File: config.mk
export PLATFORM = sky130hd
export DESIGN_NAME = mem_bus_master
export DESIGN_NICKNAME = d
export VERILOG_FILES = /design/src/rtl/mcu_bus_pkg.sv /design/src/rtl/mem_bus_master.sv
export SDC_FILE = /design/constraint.sdc
export NUM_CORES = 1
export LEC_CHECK = 0
export CAP_MARGIN = 0
export CORE_MARGIN = 2
export CORE_UTILIZATION = 42
export DETAILED_ROUTE_END_ITERATION = 12
export PLACE_DENSITY = 0.81
export SETUP_SLACK_MARGIN = 0.05
export SYNTH_ARGS = -nofsm -noshare
export SYNTH_HDL_FRONTEND = slang
export SYNTH_SLANG_ARGS = --single-unit
File: constraint.sdc
create_clock -name CLK -period 1.65 [get_ports CLK]
set_clock_uncertainty 0.05 [all_clocks]
set_input_delay 0.165 -clock CLK [delete_from_list [all_inputs] [get_ports CLK]]
set_output_delay 0.165 -clock CLK [all_outputs]
set_load 0.1 [all_outputs]
File: src/rtl/mcu_bus_pkg.sv
// Shared bus definitions for the MCU memory subsystem.
// Provides FSM state encodings for the memory bus master, default address/data
// widths, the burst-length field width, the read-latency counter width, and the
// port I/O window base addresses. MEMORY and the control unit use the same
// memory-map constants.
package mcu_bus_pkg;

  localparam int unsigned AW_DEF = 8;  // default address width
  localparam int unsigned DW_DEF = 8;  // default data width
  localparam int unsigned LEN_W  = 4;  // burst length field, beats minus one
  localparam int unsigned LAT_W  = 2;  // read latency counter, supports 1..3

  // Memory map: port I/O windows at the top of the address space.
  localparam logic [7:0] IO_IN_BASE  = 8'hF0;
  localparam logic [7:0] IO_OUT_BASE = 8'hF8;

  typedef enum logic [2:0] {
    ST_IDLE     = 3'd0,
    ST_WRITE    = 3'd1,
    ST_RD_ISSUE = 3'd2,
    ST_RD_WAIT  = 3'd3,
    ST_RD_HOLD  = 3'd4
  } bus_state_e;

endpackage

File: src/rtl/mem_bus_master.sv
// mem_bus_master: sole owner of the MEMORY bus.
// Converts one read/write burst command (1-16 beats) into cycle-exact memory
// accesses. Write beats stream in over WR_VALID/WR_READY, and read beats stream
// out over RD_VALID/RD_READY.
// Ports:
//   CLK, RST                                  clock, synchronous active-high reset
//   CMD_VALID/READY, CMD_WRITE/ADDR/LEN       command handshake and payload
//   WR_VALID/READY, WR_DATA                   write beat stream
//   RD_VALID/READY, RD_DATA                   read beat stream (registered)
//   MEM_ADDRESS, MEM_DIN, MEM_EN_WRITE        registered memory pins
//   MEM_DOUT                                  memory read data
//   BUSY, DONE                                status; DONE pulses once per burst
module mem_bus_master
  import mcu_bus_pkg::*;
#(
  parameter int unsigned RD_LATENCY = 1,
  parameter int unsigned AW         = AW_DEF,
  parameter int unsigned DW         = DW_DEF
) (
  input  logic             CLK,
  input  logic             RST,
  input  logic             CMD_VALID,
  output logic             CMD_READY,
  input  logic             CMD_WRITE,
  input  logic [AW-1:0]    CMD_ADDR,
  input  logic [LEN_W-1:0] CMD_LEN,
  input  logic             WR_VALID,
  output logic             WR_READY,
  input  logic [DW-1:0]    WR_DATA,
  output logic             RD_VALID,
  input  logic             RD_READY,
  output logic [DW-1:0]    RD_DATA,
  output logic [AW-1:0]    MEM_ADDRESS,
  output logic [DW-1:0]    MEM_DIN,
  output logic             MEM_EN_WRITE,
  input  logic [DW-1:0]    MEM_DOUT,
  output logic             BUSY,
  output logic             DONE
);

  bus_state_e       state_q, state_d;
  logic [AW-1:0]    addr_q, addr_d;
  logic [LEN_W-1:0] beats_q, beats_d;
  logic [LAT_W-1:0] wait_q, wait_d;
  logic [AW-1:0]    mem_addr_q, mem_addr_d;
  logic [DW-1:0]    mem_din_q, mem_din_d;
  logic             mem_we_q, mem_we_d;
  logic [DW-1:0]    rd_data_q, rd_data_d;
  logic             rd_valid_q, rd_valid_d;
  logic             done_q, done_d;

  // Handshake readiness decoded from the registered state.
  // WRITE is left on the last beat, so beats always remain while in WRITE.
  assign CMD_READY    = (state_q == ST_IDLE);
  assign WR_READY     = (state_q == ST_WRITE);
  assign BUSY         = (state_q != ST_IDLE);
  assign MEM_ADDRESS  = mem_addr_q;
  assign MEM_DIN      = mem_din_q;
  assign MEM_EN_WRITE = mem_we_q;
  assign RD_DATA      = rd_data_q;
  assign RD_VALID     = rd_valid_q;
  assign DONE         = done_q;

  // Next-state and registered-output logic.
  always_comb begin
    state_d    = state_q;
    addr_d     = addr_q;
    beats_d    = beats_q;
    wait_d     = wait_q;
    mem_addr_d = mem_addr_q;
    mem_din_d  = mem_din_q;
    mem_we_d   = 1'b0;
    rd_data_d  = rd_data_q;
    rd_valid_d = rd_valid_q;
    done_d     = 1'b0;
    unique case (state_q)
      ST_IDLE: begin
        if (CMD_VALID) begin
          addr_d  = CMD_ADDR;
          beats_d = CMD_LEN;
          state_d = CMD_WRITE ? ST_WRITE : ST_RD_ISSUE;
        end
      end
      ST_WRITE: begin
        if (WR_VALID) begin
          mem_addr_d = addr_q;
          mem_din_d  = WR_DATA;
          mem_we_d   = 1'b1;
          addr_d     = addr_q + AW'(1);
          if (beats_q == '0) begin
            // DONE lines up with the final write enable.
            state_d = ST_IDLE;
            done_d  = 1'b1;
          end else begin
            beats_d = beats_q - LEN_W'(1);
          end
        end
      end
      ST_RD_ISSUE: begin
        mem_addr_d = addr_q;
        wait_d     = LAT_W'(RD_LATENCY);
        state_d    = ST_RD_WAIT;
      end
      ST_RD_WAIT: begin
        // Capture on the edge where the count reaches zero. That is RD_LATENCY
        // edges after MEM_ADDRESS was loaded.
        wait_d = wait_q - LAT_W'(1);
        if (wait_q == LAT_W'(1)) begin
          rd_data_d  = MEM_DOUT;
          rd_valid_d = 1'b1;
          state_d    = ST_RD_HOLD;
        end
      end
      ST_RD_HOLD: begin
        if (RD_READY) begin
          rd_valid_d = 1'b0;
          addr_d     = addr_q + AW'(1);
          if (beats_q == '0) begin
            state_d = ST_IDLE;
            done_d  = 1'b1;
          end else begin
            beats_d = beats_q - LEN_W'(1);
            state_d = ST_RD_ISSUE;
          end
        end
      end
      default: state_d = ST_IDLE;
    endcase
  end

  // State and output registers; reset aborts any burst in flight.
  always_ff @(posedge CLK) begin
    if (RST) begin
      state_q    <= ST_IDLE;
      addr_q     <= '0;
      beats_q    <= '0;
      wait_q     <= '0;
      mem_addr_q <= '0;
      mem_din_q  <= '0;
      mem_we_q   <= 1'b0;
      rd_data_q  <= '0;
      rd_valid_q <= 1'b0;
      done_q     <= 1'b0;
    end else begin
      state_q    <= state_d;
      addr_q     <= addr_d;
      beats_q    <= beats_d;
      wait_q     <= wait_d;
      mem_addr_q <= mem_addr_d;
      mem_din_q  <= mem_din_d;
      mem_we_q   <= mem_we_d;
      rd_data_q  <= rd_data_d;
      rd_valid_q <= rd_valid_d;
      done_q     <= done_d;
    end
  end

endmodule

Word level (Yosys, flattened, before mapping)
Index checks and enable logic that the tools add are counted.
- output and inout bits: 30
- register bits after elaboration: 44
- bits of input ports: 34
- logic and storage cells: 66
- eq/ne operators: 10
- add/subtract/negate cells: 3
- reduce and logical (&&, ||, !) cells: 14
- bitwise operators: 1
- muxes and demuxes: 28
- operator list (cell ; number):
    2-to-1 mux 8 bit ; 4
    case mux 8 bit (3 select lines) ; 1
    2-to-1 mux 4 bit ; 4
    case mux 8 bit (2 select lines) ; 1
    2-to-1 mux 3 bit ; 5
    case mux 3 bit (5 select lines) ; 1
    case mux 4 bit (3 select lines) ; 1
    adder 8 x 1 -> 8 bit, second input constant ; 1
    != test 2 bit, second input constant ; 4
    equality test 3 x 2 -> 1 bit, second input constant ; 2
    2-to-1 mux 1 bit ; 6
    AND reduction 2 bit ; 3
    nonzero test 2 bit ; 3
    nonzero test 3 bit ; 2
    AND reduction 5 bit ; 1
    logical NOT 4 bit ; 1
    2-to-1 mux 2 bit ; 2
    case mux 1 bit (2 select lines) ; 2
    case mux 2 bit (2 select lines) ; 1
    AND reduction 4 bit ; 1
    subtractor 4 x 1 -> 4 bit, second input constant ; 1
    equality test 3 x 1 -> 1 bit, second input constant ; 1
    equality test 3 bit, second input constant ; 1
    logical NOT 3 bit ; 1
    other kinds (6) ; 6

Logic depth before layout (Yosys ltp)
- depth in word-level cells: 4
- gate-level depth with buffers: 7
- gate-level depth less buffers: 6

Worst setup path after synthesis
Ideal clock, no wire load.
- kind: reg2out
- start point: register state_q[1]
- end point: output BUSY
- stages on the path, launching flop included: 6
- arrival: 4.161 ns
- slack: -2.726 ns
- buffers on the path: 3
- required time: 1.435 ns
- cells stage by stage: dfxtp_1 -> buf_2 -> buf_2 -> buf_1 -> nor3_1 -> inv_1
- word-level cells in the longest chain between the ends: 1
- RTL lines (element ; RTL line ; source):
    start: declaration ; mem_bus_master.sv:41 ; bus_state_e state_q, state_d;
    start signal: assignment ; mem_bus_master.sv:145 ; state_q <= state_d;
    nonzero test 3 bit ; mem_bus_master.sv:56 ; assign BUSY = (state_q != ST_IDLE);
    end: declaration ; mem_bus_master.sv:37 ; output logic BUSY,
No other way between the ends.

Final worst setup path
- start point: register beats_q[0]
- end point: register state_q[0]
- word-level cells in the longest chain between the ends: 3
- RTL lines (element ; RTL line ; source):
    start: declaration ; mem_bus_master.sv:43 ; logic [LEN_W-1:0] beats_q, beats_d;
    start signal: assignment ; mem_bus_master.sv:147 ; beats_q <= beats_d;
    logical NOT 4 bit ; mem_bus_master.sv:90 ; if (beats_q == '0) begin
    != test 2 x 1 -> 1 bit (no line) ; -- ;
    AND reduction 5 bit (no line) ; -- ;
No other way between the ends.
A chain may end at the register's enable or synchronous reset.

==> metrics.md <==
| Metric | Value |
|---|---|
| Max_cap viols | 0 |
| Boundary Pins | 64 |
| Fraction of layout cells with a size suffix above 1 | 25.7% |
| Slew HR | 68.5% |
| Worst Setup End Kind | register |
| Synth Instances | 251 |
| Syn nets | 288 |
| Initial DRC Count | 145 |
| Commonest non-fill, non-tap cell in the layout | dfxtp_1 |
| Remaining routing DRC violations | 0 |
| Die Width | 74.0 microns |
| Final count of hold timing violations | 0 |
| Site Rows | 25 |
| Total CTS buffers | 5 |
| Failing checks | negative setup slack |
| Synth unique cells | 43 |
| Ys async rst share | 0% |
| Final Cycle Share | 102% |
| Routability Congestion | 0.896 |
| Die ar. | 5470 sq um |
| CTS Buffer Depth | 2 |
| Filler instances | 313 |
| Slew Limit Fails | 0 |
| Final setup TNS | -0.0300 ns |
| Outcome | finished, violations left |
| Seq/Total Area, Yosys | 42.8% |
| P&R area growth vs syn | 67.5% |
| Layout Nets | 367 |
| CORE AREA | 4720 sq um |
| Vias | 2121 |
| Period minus WS final | 1.68 ns |
| Synth Cell Area | 2060 sq um |
| Clk sinks | 44 |
| Worst-path clk slew | 0.09 ns |
| Post-synth top flop | dfxtp_1 |
| Placed Instances | 386 |
| Clock network fraction of total power | 28.0% |
| Initial antenna violation count | 0 |
| Critical Path AT | 1.80 ns |
| First-pass GRT wire length | 9.46 mm |
| Root Buffer | clkbuf_8 |
| P_leak | 0.00125 uW |
| Power per cell area | 886 nW/um^2 |
| CTS tree | yes |
| YS warnings | 0 |
| Worst Hold Slack | 0.339 ns |
| #FFs+latches synth | 44 |
| Max FO, Critical Path | 4 |
| Clock Latency Late Sink | 0.32 ns |
| DR vias/cell | 5.33 |
| Final core utilization | 72.9% |
| Net Sw Power | 1020 uW |
| Vias in the first global route | 2033 |
| Syn Area/Cell | 8.19 sq um |
| Slew @ Worst Pin | 0.460 ns |
| Fmax | 595 MHz |
| Total track usage | 22.3% |
| Leading cell types in the layout, fill and taps excluded | 40 x dfxtp_1, 38 x nand2_1, 33 x clkdlybuf4s50_1, 33 x buf_12, 28 x a21oi_1 |
| Post-DP HPWL | 4.04 mm |
| Non-filler instance count after layout | 398 |
| Max VDD drop | 0.611 mV |
| Worst EP required | 1.77 ns |
| H-Tree Depth | 2 |
| CTS Hold Bufs | 0 |
| Logic pwr share | 32.6% |
| DRT Pass-1 Iters | 4 |
| Drt total wl | 5.81 mm |
| Grt total ovfl | 0 |
| Initial Utilization | 43.5% |
| Switching share of total power | 33.4% |
| Final setup fails | 1 |
| RSZ-0062 raised after global routing | yes |
| EDFF count, synth | 0 |
| Antenna viol nets, final | 0 |
| Hold WC Path Type | in2reg |
| Antenna cells | 0 |
| Die height | 74.0 microns |
| Critical path class | reg2reg |
| Sequential Power Share | 39.4% |
| Routed WL per cell | 14.6 microns |
| Worst setup margin | -0.0300 ns |
| Largest net degree at the start of global routing | 34 |
| Port buffer count | 63 |
| Internal | 2030 uW |
| Crit start category | register |
[power groups by stage]
stage	clock network [uW]	registers (uW)	logic [uW]
after global routing	901	1210	1060
after floorplan	0	1320	441
after CTS	863	1200	940
after detailed placement	0	1220	928
final	853	1200	995
after global placement	0	1210	910
[kinds of logic (layout without fill, tap and decap cells)]
logic type	after synthesis	count (layout)	share of synthesized area [%]
adders and majority gates	3	3	1.83
buffers and inverters	26	106	5.90
xor gates and xnor gates	1	1	1.34
muxes	9	9	4.38
DFF	44	44	42.8
AOI/OAI and AO/OA	71	71	20.9
and+or+nand+nor	97	97	22.8
[flip-flops by register name (all words and copies together) (netlist names)]
name,cells
DONE,1
MEM_ADDRESS,8
MEM_DIN,8
MEM_EN_WRITE,1
RD_DATA,8
RD_VALID,1
addr_q,8
beats_q,4
state_q,3
wait_q,2
[repair_timing]
| item | CTS | global route |
|---|---|---|
| endpoints found under the setup margin | 11 | 14 |
| buffers inserted | 1 | 2 |
| pin swaps | 2 | 3 |
| resized for setup | 5 | 14 |
| cloned | 0 | 1 |
[metal layers]
layer / vias to the layer above / GRT usage (%) / part of all wire (%)
met4: 0 / 8.69 / 3.1
met1: 999 / 27.4 / 40
li1: 1042 / - / -
met3: 14 / 4.74 / 4.7
met2: 66 / 38.2 / 52
met5: - / 0 / 0
[cells in the mapped netlist, drive strengths merged, types with 3 or more instances]
master  number  share of area (%)
buf         10                2.9
nand2       38                6.9
nand3        8                1.9
nand2b       3               0.91
o21ai       18                4.4
clkbuf      10                1.9
o31a         3                1.3
a21oi       30                7.5
o21a         7                2.6
nor3         9                2.2
nor3b        4                1.5
and3         3               0.91
nor2        16                2.9
mux2i        9                4.4
ha           3                1.8
inv          6                1.1
dfxtp       44                 43
nor4         4                1.2
[through the flow]
step	power, uW	setup WS, ns	area, sq um
global route	3170	-0.0983	3440
CTS	3000	0.0208	3350
floorplan	1760	-0.888	2100
finish	3050	-0.0300	3440
global placement	2120	-0.0790	3220
detailed placement	2150	-0.143	3220
[path summary, 6_finish.rpt]
| check | start | endpoint | slack (ns) | depth (start not counted) |
|---|---|---|---|---|
| worst max register to register | beats_q[0] | state_q[0] | -0.03 | 6 |
| worst min-delay path | MEM_DOUT[3] | RD_DATA[3] | 0.34 | 3 |
| worst max-delay path | beats_q[0] | state_q[0] | -0.03 | 6 |
| worst min register to register | MEM_DIN[3] | MEM_DIN[3] | 0.44 | 2 |
[final cells by class]
type / instances / area, sq um / share of cell area (%)
timing repair buffer: 92 / 1210 / 35.2
multi-input combinational: 181 / 1120 / 32.4
sequential: 44 / 893 / 25.9
tap: 67 / 83.8 / 2.43
clock buffer: 5 / 68.8 / 2.00
clock inverter: 3 / 42.5 / 1.24
inverter: 6 / 26.3 / 0.763
[critical path: stages, from the launching register on]
cell and delay, ns:
dfxtp_1 0.33, inv_1 0.04, ha_1 0.21, nor3b_4 0.17
a311oi_1 0.27, a21oi_1 0.08, a2111oi_0 0.38
Note: power is estimated with default switching activity, not from simulation.
==> patch 1, RTL diff (config.mk and constraints unchanged) <==
`addr_q`, `mem_addr_q`, `mem_din_q` and `rd_data_q` no longer have a reset.
--- a/src/rtl/mem_bus_master.sv
+++ b/src/rtl/mem_bus_master.sv
@@ -134,9 +134,5 @@
       state_q    <= ST_IDLE;
-      addr_q     <= '0;
       beats_q    <= '0;
       wait_q     <= '0;
-      mem_addr_q <= '0;
-      mem_din_q  <= '0;
       mem_we_q   <= 1'b0;
-      rd_data_q  <= '0;
       rd_valid_q <= 1'b0;
@@ -145,9 +141,5 @@
       state_q    <= state_d;
-      addr_q     <= addr_d;
       beats_q    <= beats_d;
       wait_q     <= wait_d;
-      mem_addr_q <= mem_addr_d;
-      mem_din_q  <= mem_din_d;
       mem_we_q   <= mem_we_d;
-      rd_data_q  <= rd_data_d;
       rd_valid_q <= rd_valid_d;
@@ -157,2 +149,9 @@
 
+  always_ff @(posedge CLK) begin
+    addr_q     <= addr_d;
+    mem_addr_q <= mem_addr_d;
+    mem_din_q  <= mem_din_d;
+    rd_data_q  <= rd_data_d;
+  end
+
 endmodule
Formal check against the unedited RTL: differs if RST is asserted again (counterexample within 4 cycles, from zero or initial values and one cycle with RST high); with RST held inactive, the same outputs for 10 cycles.
==> patch 1 against the original RTL <==
Total power rose by 23%. Core utilization rose by 1.6 points. Sequential share of layout area rose by 11 points. Die area fell by 5.2%. Non-clock buffer count fell by 12. Via count fell by 24%. Final area fell by 4.5%. Setup slack improved by 88 ps. Routed wire length fell by 14%. Sequential cell count did not move. Synthesized area fell by 5.5%. Critical path depth fell by 1. Critical path type unchanged. Largest power group unchanged.
==> patch 1: results (changes against the original RTL) <==
set qor(inverters_excl_clock) 9 ;# +3
set qor(placed_cell_area_mm2) 0.003025 ;# -6.0%
set qor(timing.critical_path.slowest_stage_cell) {sky130_fd_sc_hd__dfxtp_4}
set qor(detailed_route_vias_per_instance) 5.468 ;# +2.6%
set qor(placed_cells_incl_taps) 283 ;# -27%
set qor(worst_slew_margin_rel) 0.7452 ;# +0.05993
set qor(combinationalPower_mw) 1.43 ;# +44%
set qor(synth_top_cells_by_area) {sky130_fd_sc_hd__edfxtp_1 49%, sky130_fd_sc_hd__dfxtp_1 12%, sky130_fd_sc_hd__nand2_1 3.1%, sky130_fd_sc_hd__nand3_1 2.6%, sky130_fd_sc_hd__ha_1 1.9%}
set qor(first_iter_violations) 124 ;# -14%
set qor(outcome) {finished, final reports clean}
set qor(nonclk_buf_count) 80 ;# -13%
set qor(cp_max_fo) 5 ;# +1
set qor(drt_total_wl_um) 4971 ;# -14%
set qor(worst_skew_pair.late_latency_ps) 290 ;# -30 ps
set qor(yosys-top-cells-count) {32 x sky130_fd_sc_hd__edfxtp_1, 16 x sky130_fd_sc_hd__nand2_1, 12 x sky130_fd_sc_hd__dfxtp_1}
set qor(weighted_congestion_at_the_end_of_routability_driven_global_placement) 0.7998 ;# -11%
set qor(share_of_cell_area_taken_by_multi_input_logic_gates) 0.2372 ;# -0.08734
set qor(synth_flop_cell) {sky130_fd_sc_hd__edfxtp_1}
set qor(multi_input_gates) 102 ;# -44%
set qor(ctsResizeCount) 10 ;# +5
set qor(seqAreaFraction) 0.3677 ;# +0.1083
set qor(dp_worst_setup_slack_ps) -52.01 ;# +90.64 ps
set qor(die_area_mm2) 0.005183 ;# -5.2%
set qor(powerSeq_mw) 1.45 ;# +21%
set qor(area_growth_syn_to_layout_pct) 69.27
set qor(final_routed_wire_length_divided_by_cell_count_um) 16.85 ;# +15%
set qor(power.leakage_nw) 1.233 ;# -1.1%
set qor(grt_max_degree) 14 ;# -59%
set qor(synth_cell_types) 47 ;# +9.3%
set qor(total_design_power_mw) 3.737 ;# +23%
set qor(clock_buffers) 6 ;# +1
set qor(edff_count_synth) 32 ;# +32
set qor(syn_inst) 160 ;# -36%
set qor(net-switching-power_mw) 1.325 ;# +30%
set qor(drive_above_1_share) 0.3374 ;# +0.08065
set qor(global_route_wire_length_before_repair_um) 7569 ;# -20%
set qor(setup_tns_ps) 0 ;# +30.05 ps
## patch 1: changes by cell type after synthesis, moves of 13 or more
| cell | change |
|---|---|
| sky130_fd_sc_hd__o21ai_0 | -13 |
| sky130_fd_sc_hd__a21oi_1 | -24 |
| sky130_fd_sc_hd__dfxtp_1 | -32 |
| sky130_fd_sc_hd__edfxtp_1 | +32 |
| sky130_fd_sc_hd__nand2_1 | -22 |
## patch 1: kinds of logic (layout without fill, tap and decap cells)
family	count (synthesis)	in the layout	synth area share
AO/OA/AOI/OAI	31	31	0.1186
XOR/XNOR	8	8	0.04382
adder cells (fa/ha/maj)	3	3	0.01933
buffers and inverters	14	97	0.03415
flip-flops	44	44	0.6186
multiplexers	4	4	0.02126
AND/OR/NAND/NOR	56	56	0.1443
## patch 1: metal layers
layer / routed length, um / GRT usage / up-vias
met1: 1939 / 0.2286 / 750
met2: 2551 / 0.3354 / 92
met5: 0 / 0 / -
li1: - / - / 750
met4: 159 / 0.08805 / 0
met3: 320 / 0.04583 / 21
## patch 1: final timing paths
path | start | endpoint | slack (ps) | cells after the start
max reg2reg | state_q[0]$_SDFFE_PP0P_ | beats_q[3]$_SDFFE_PP0P_ | 60 | 5
max | state_q[0]$_SDFFE_PP0P_ | beats_q[3]$_SDFFE_PP0P_ | 60 | 5
min | MEM_DOUT[7] | RD_DATA[7]$_DFFE_PP_ | 370 | 1
min reg2reg | RD_VALID$_SDFFE_PP0P_ | RD_VALID$_SDFFE_PP0P_ | 450 | 2
## patch 1: worst register-to-register path: cells and delay by family (launching register included)
kind                   cells  cell delay [ps]
multiplexers               1              330
flip-flops                 1              380
AO/OA/AOI/OAI              3              550
buffers and inverters      1              200
==> patch 2, RTL diff (same flow settings) <==
Made on the original files. The package constant `LAT_W` goes from 2 to 3.
--- a/src/rtl/mcu_bus_pkg.sv
+++ b/src/rtl/mcu_bus_pkg.sv
@@ -10,3 +10,3 @@
   localparam int unsigned LEN_W  = 4;  // burst length field, beats minus one
-  localparam int unsigned LAT_W  = 2;  // read latency counter, supports 1..3
+  localparam int unsigned LAT_W  = 3;  // read latency counter, supports 1..3
 
Function: same outputs for any inputs over 10 cycles, from zero or initial values and one cycle with RST high; that may be too few to reach the edited logic, so the function may still have changed.
==> patch 2 against the original RTL <==
Total power rose by 13%. Synthesized area rose by 3.2%. Final area rose by 4.9%. Routed wire length rose by 9.1%. Sequential cell count rose by 1. Core utilization rose by 2.6 points. Sequential share of layout area fell by 0.66 points. Setup slack improved by 58 ps. Combinational power rose by 32%. Largest power group is now combinational logic. Non-clock buffer count rose by 9.
==> patch 2: results (changes against the original RTL) <==
set qor(root_buffer) {sky130_fd_sc_hd__clkbuf_8}
set qor(yosys.area_share.xor_xnor) 0.007670 ;# -0.005721
set qor(startpoint) {state_q[1]$_SDFFE_PP0P_}
set qor(final_routed_wire_length_divided_by_cell_count_um) 15.65 ;# +7.2%
set qor(ctsLongestPathBuffers) 2 ;# unchanged
set qor(seq_area_frac_synth) 0.4248 ;# -0.003706
set qor(grt_util_met1) 0.3021 ;# +0.02766
set qor(cp.arrival_ps) 1800 ;# about the same
set qor(syn-num-nets) 283 ;# -1.7%
set qor(compound_gate_portion_of_the_synthesized_area) 0.1782 ;# -0.03059
set qor(cellPowerDensity_mw_per_mm2) 956.9 ;# +8.1%
set qor(num-fill-cells) 313 ;# unchanged
set qor(grt_pass1_vias) 2153 ;# +5.9%
set qor(global_route_wire_length_before_repair_um) 10140 ;# +7.2%
set qor(synth_top_cells_by_area) {sky130_fd_sc_hd__dfxtp_1 42%, sky130_fd_sc_hd__mux2i_1 8.5%, sky130_fd_sc_hd__a21oi_1 5.7%, sky130_fd_sc_hd__nand2_1 5.1%, sky130_fd_sc_hd__nor2_1 4.6%}
set qor(synth_cell_types) 50 ;# +16%
set qor(max-vdd-ir-drop_mv) 0.8226 ;# +35%
set qor(yosys-top-cells-count) {45 x sky130_fd_sc_hd__dfxtp_1, 29 x sky130_fd_sc_hd__nand2_1, 26 x sky130_fd_sc_hd__nor2_1}
set qor(hold_path_startpoint) {WR_DATA[1]}
set qor(warnings_from_yosys) 0 ;# unchanged
set qor(syn-mean-instance-area_um2) 8.656 ;# +5.7%
set qor(synth.area.mux_share) 0.09676 ;# +0.05293
set qor(outcome) {finished, final reports clean}
set qor(placed_cell_area_mm2) 0.003376 ;# +4.9%
set qor(use_met3) 0.05756 ;# +0.01014
set qor(groute.layer.met2.usage) 0.3938 ;# +0.01182
set qor(max_slew.worst_pin.slew_ps) 316.0 ;# -144.2 ps
set qor(cp_max_fo) 5 ;# +1
set qor(finalNetCount) 375 ;# +2.2%
set qor(detail_route.first_pass.iterations) 4 ;# unchanged
set qor(detailed_place_hpwl_um) 4273 ;# +5.6%
set qor(cts.reportedPaths.clkPinSlew_ps) 90 ;# about the same
set qor(worst_skew_pair.late_latency_ps) 310
set qor(first_iter_violations) 306 ;# +110%
set qor(grt_max_degree) 24 ;# -29%
set qor(drive_above_1_share) 0.3018 ;# +0.04498
set qor(synthAdderAreaFrac) 0.02360 ;# +0.005340
set qor(power.leakage_nw) 1.404 ;# +13%
set qor(antenna_violations_before_repair) 0 ;# unchanged
set qor(placed_cells_incl_taps) 393 ;# +1.8%
set qor(edff_count_synth) 0 ;# unchanged
set qor(antennaDiodeCount) 0 ;# unchanged
set qor(track_usage) 0.2396 ;# +0.01648
set qor(layout.cells.non_filler) 405 ;# +1.8%
set qor(routed_vias) 2155 ;# +1.6%
set qor(weighted_congestion_at_the_end_of_routability_driven_global_placement) 0.9320 ;# +4.1%
patch 2: cell count changes in the layout (fill, tap and decap cells not counted), sizes merged, moves of 5 or more:
| cell | delta |
|---|---|
| nor2 | +11 |
| a21oi | -5 |
| o21ai | -12 |
| o21a | -6 |
| buf | +10 |
| mux2i | +10 |
| nand2 | -9 |
patch 2: final timing paths:
check	endpoint	slack [ps]	cells after the start
setup reg to reg	addr_q[0]$_SDFFE_PP0P_	30	5
setup / recovery	addr_q[0]$_SDFFE_PP0P_	30	5
hold / removal	MEM_DIN[1]$_SDFFE_PP0P_	350	3
hold reg to reg	beats_q[1]$_SDFFE_PP0P_	440	2
patch 2: timing repair:
item | 4_1_cts | 5_1_grt
setup endpoints to repair | 20 | 24
cloned | 0 | 0
setup buffers | 3 | 1
resized for setup | 9 | 17
hold endpoints to repair | 0 | 0
pin swaps | 3 | 5
patch 2: layer usage:
| layer | vias up | share of wire |
|---|---|---|
| li1 | 1056 | - |
| met1 | 1010 | 0.41 |
| met2 | 73 | 0.51 |
| met3 | 16 | 0.056 |
| met4 | 0 | 0.023 |
| met5 | - | 0 |
patch 2: kinds of logic (layout without fill, tap and decap cells):
kind of cell | count (synthesis) | count (layout)
AO/OA/AOI/OAI | 56 | 56
AND/OR/NAND/NOR | 95 | 95
buffers and inverters | 24 | 117
XOR/XNOR | 1 | 1
multiplexers | 20 | 20
flip-flops | 45 | 45
adder cells (fa/ha/maj) | 4 | 4
patch 2: through the flow:
| step | setup slack [ps] | hold WS (ps) | power (mW) |
|---|---|---|---|
| 2_1_floorplan | -648.1 | 251.0 | 1.987 |
| 3_3_place_gp | -93.02 | 421.1 | 2.450 |
| 3_5_place_dp | -169.5 | 436.6 | 2.475 |
| 4_1_cts | 23.00 | 337.9 | 3.387 |
| 5_1_grt | -24.80 | 363.1 | 3.595 |
| 6_report | 27.82 | 346.2 | 3.457 |
patch 2: critical path: stages, from the launching register on:
cell and delay (ps):
sky130_fd_sc_hd__dfxtp_4 360, sky130_fd_sc_hd__buf_4 150, sky130_fd_sc_hd__nand4bb_2 280, sky130_fd_sc_hd__o31a_1 220, sky130_fd_sc_hd__or3_1 340, sky130_fd_sc_hd__a31oi_1 150
patch 2: cell type report:
class,instances,share of cell area
inverter,8,0.008313
clock buffer,7,0.02390
sequential,45,0.2529
clock inverter,1,0.008313
timing repair buffer,101,0.3498
tap,67,0.02321
multi-input combinational,176,0.3336
patch 2: report_power, final:
group / total (mW) / leakage (nW) / switching [mW] / internal [mW]
Sequential: 1.26 / 0.368 / 0.0945 / 1.16
Clock: 0.888 / 0.0585 / 0.394 / 0.494
Combinational: 1.31 / 0.977 / 0.711 / 0.598
Total: 3.46 / 1.40 / 1.20 / 2.26
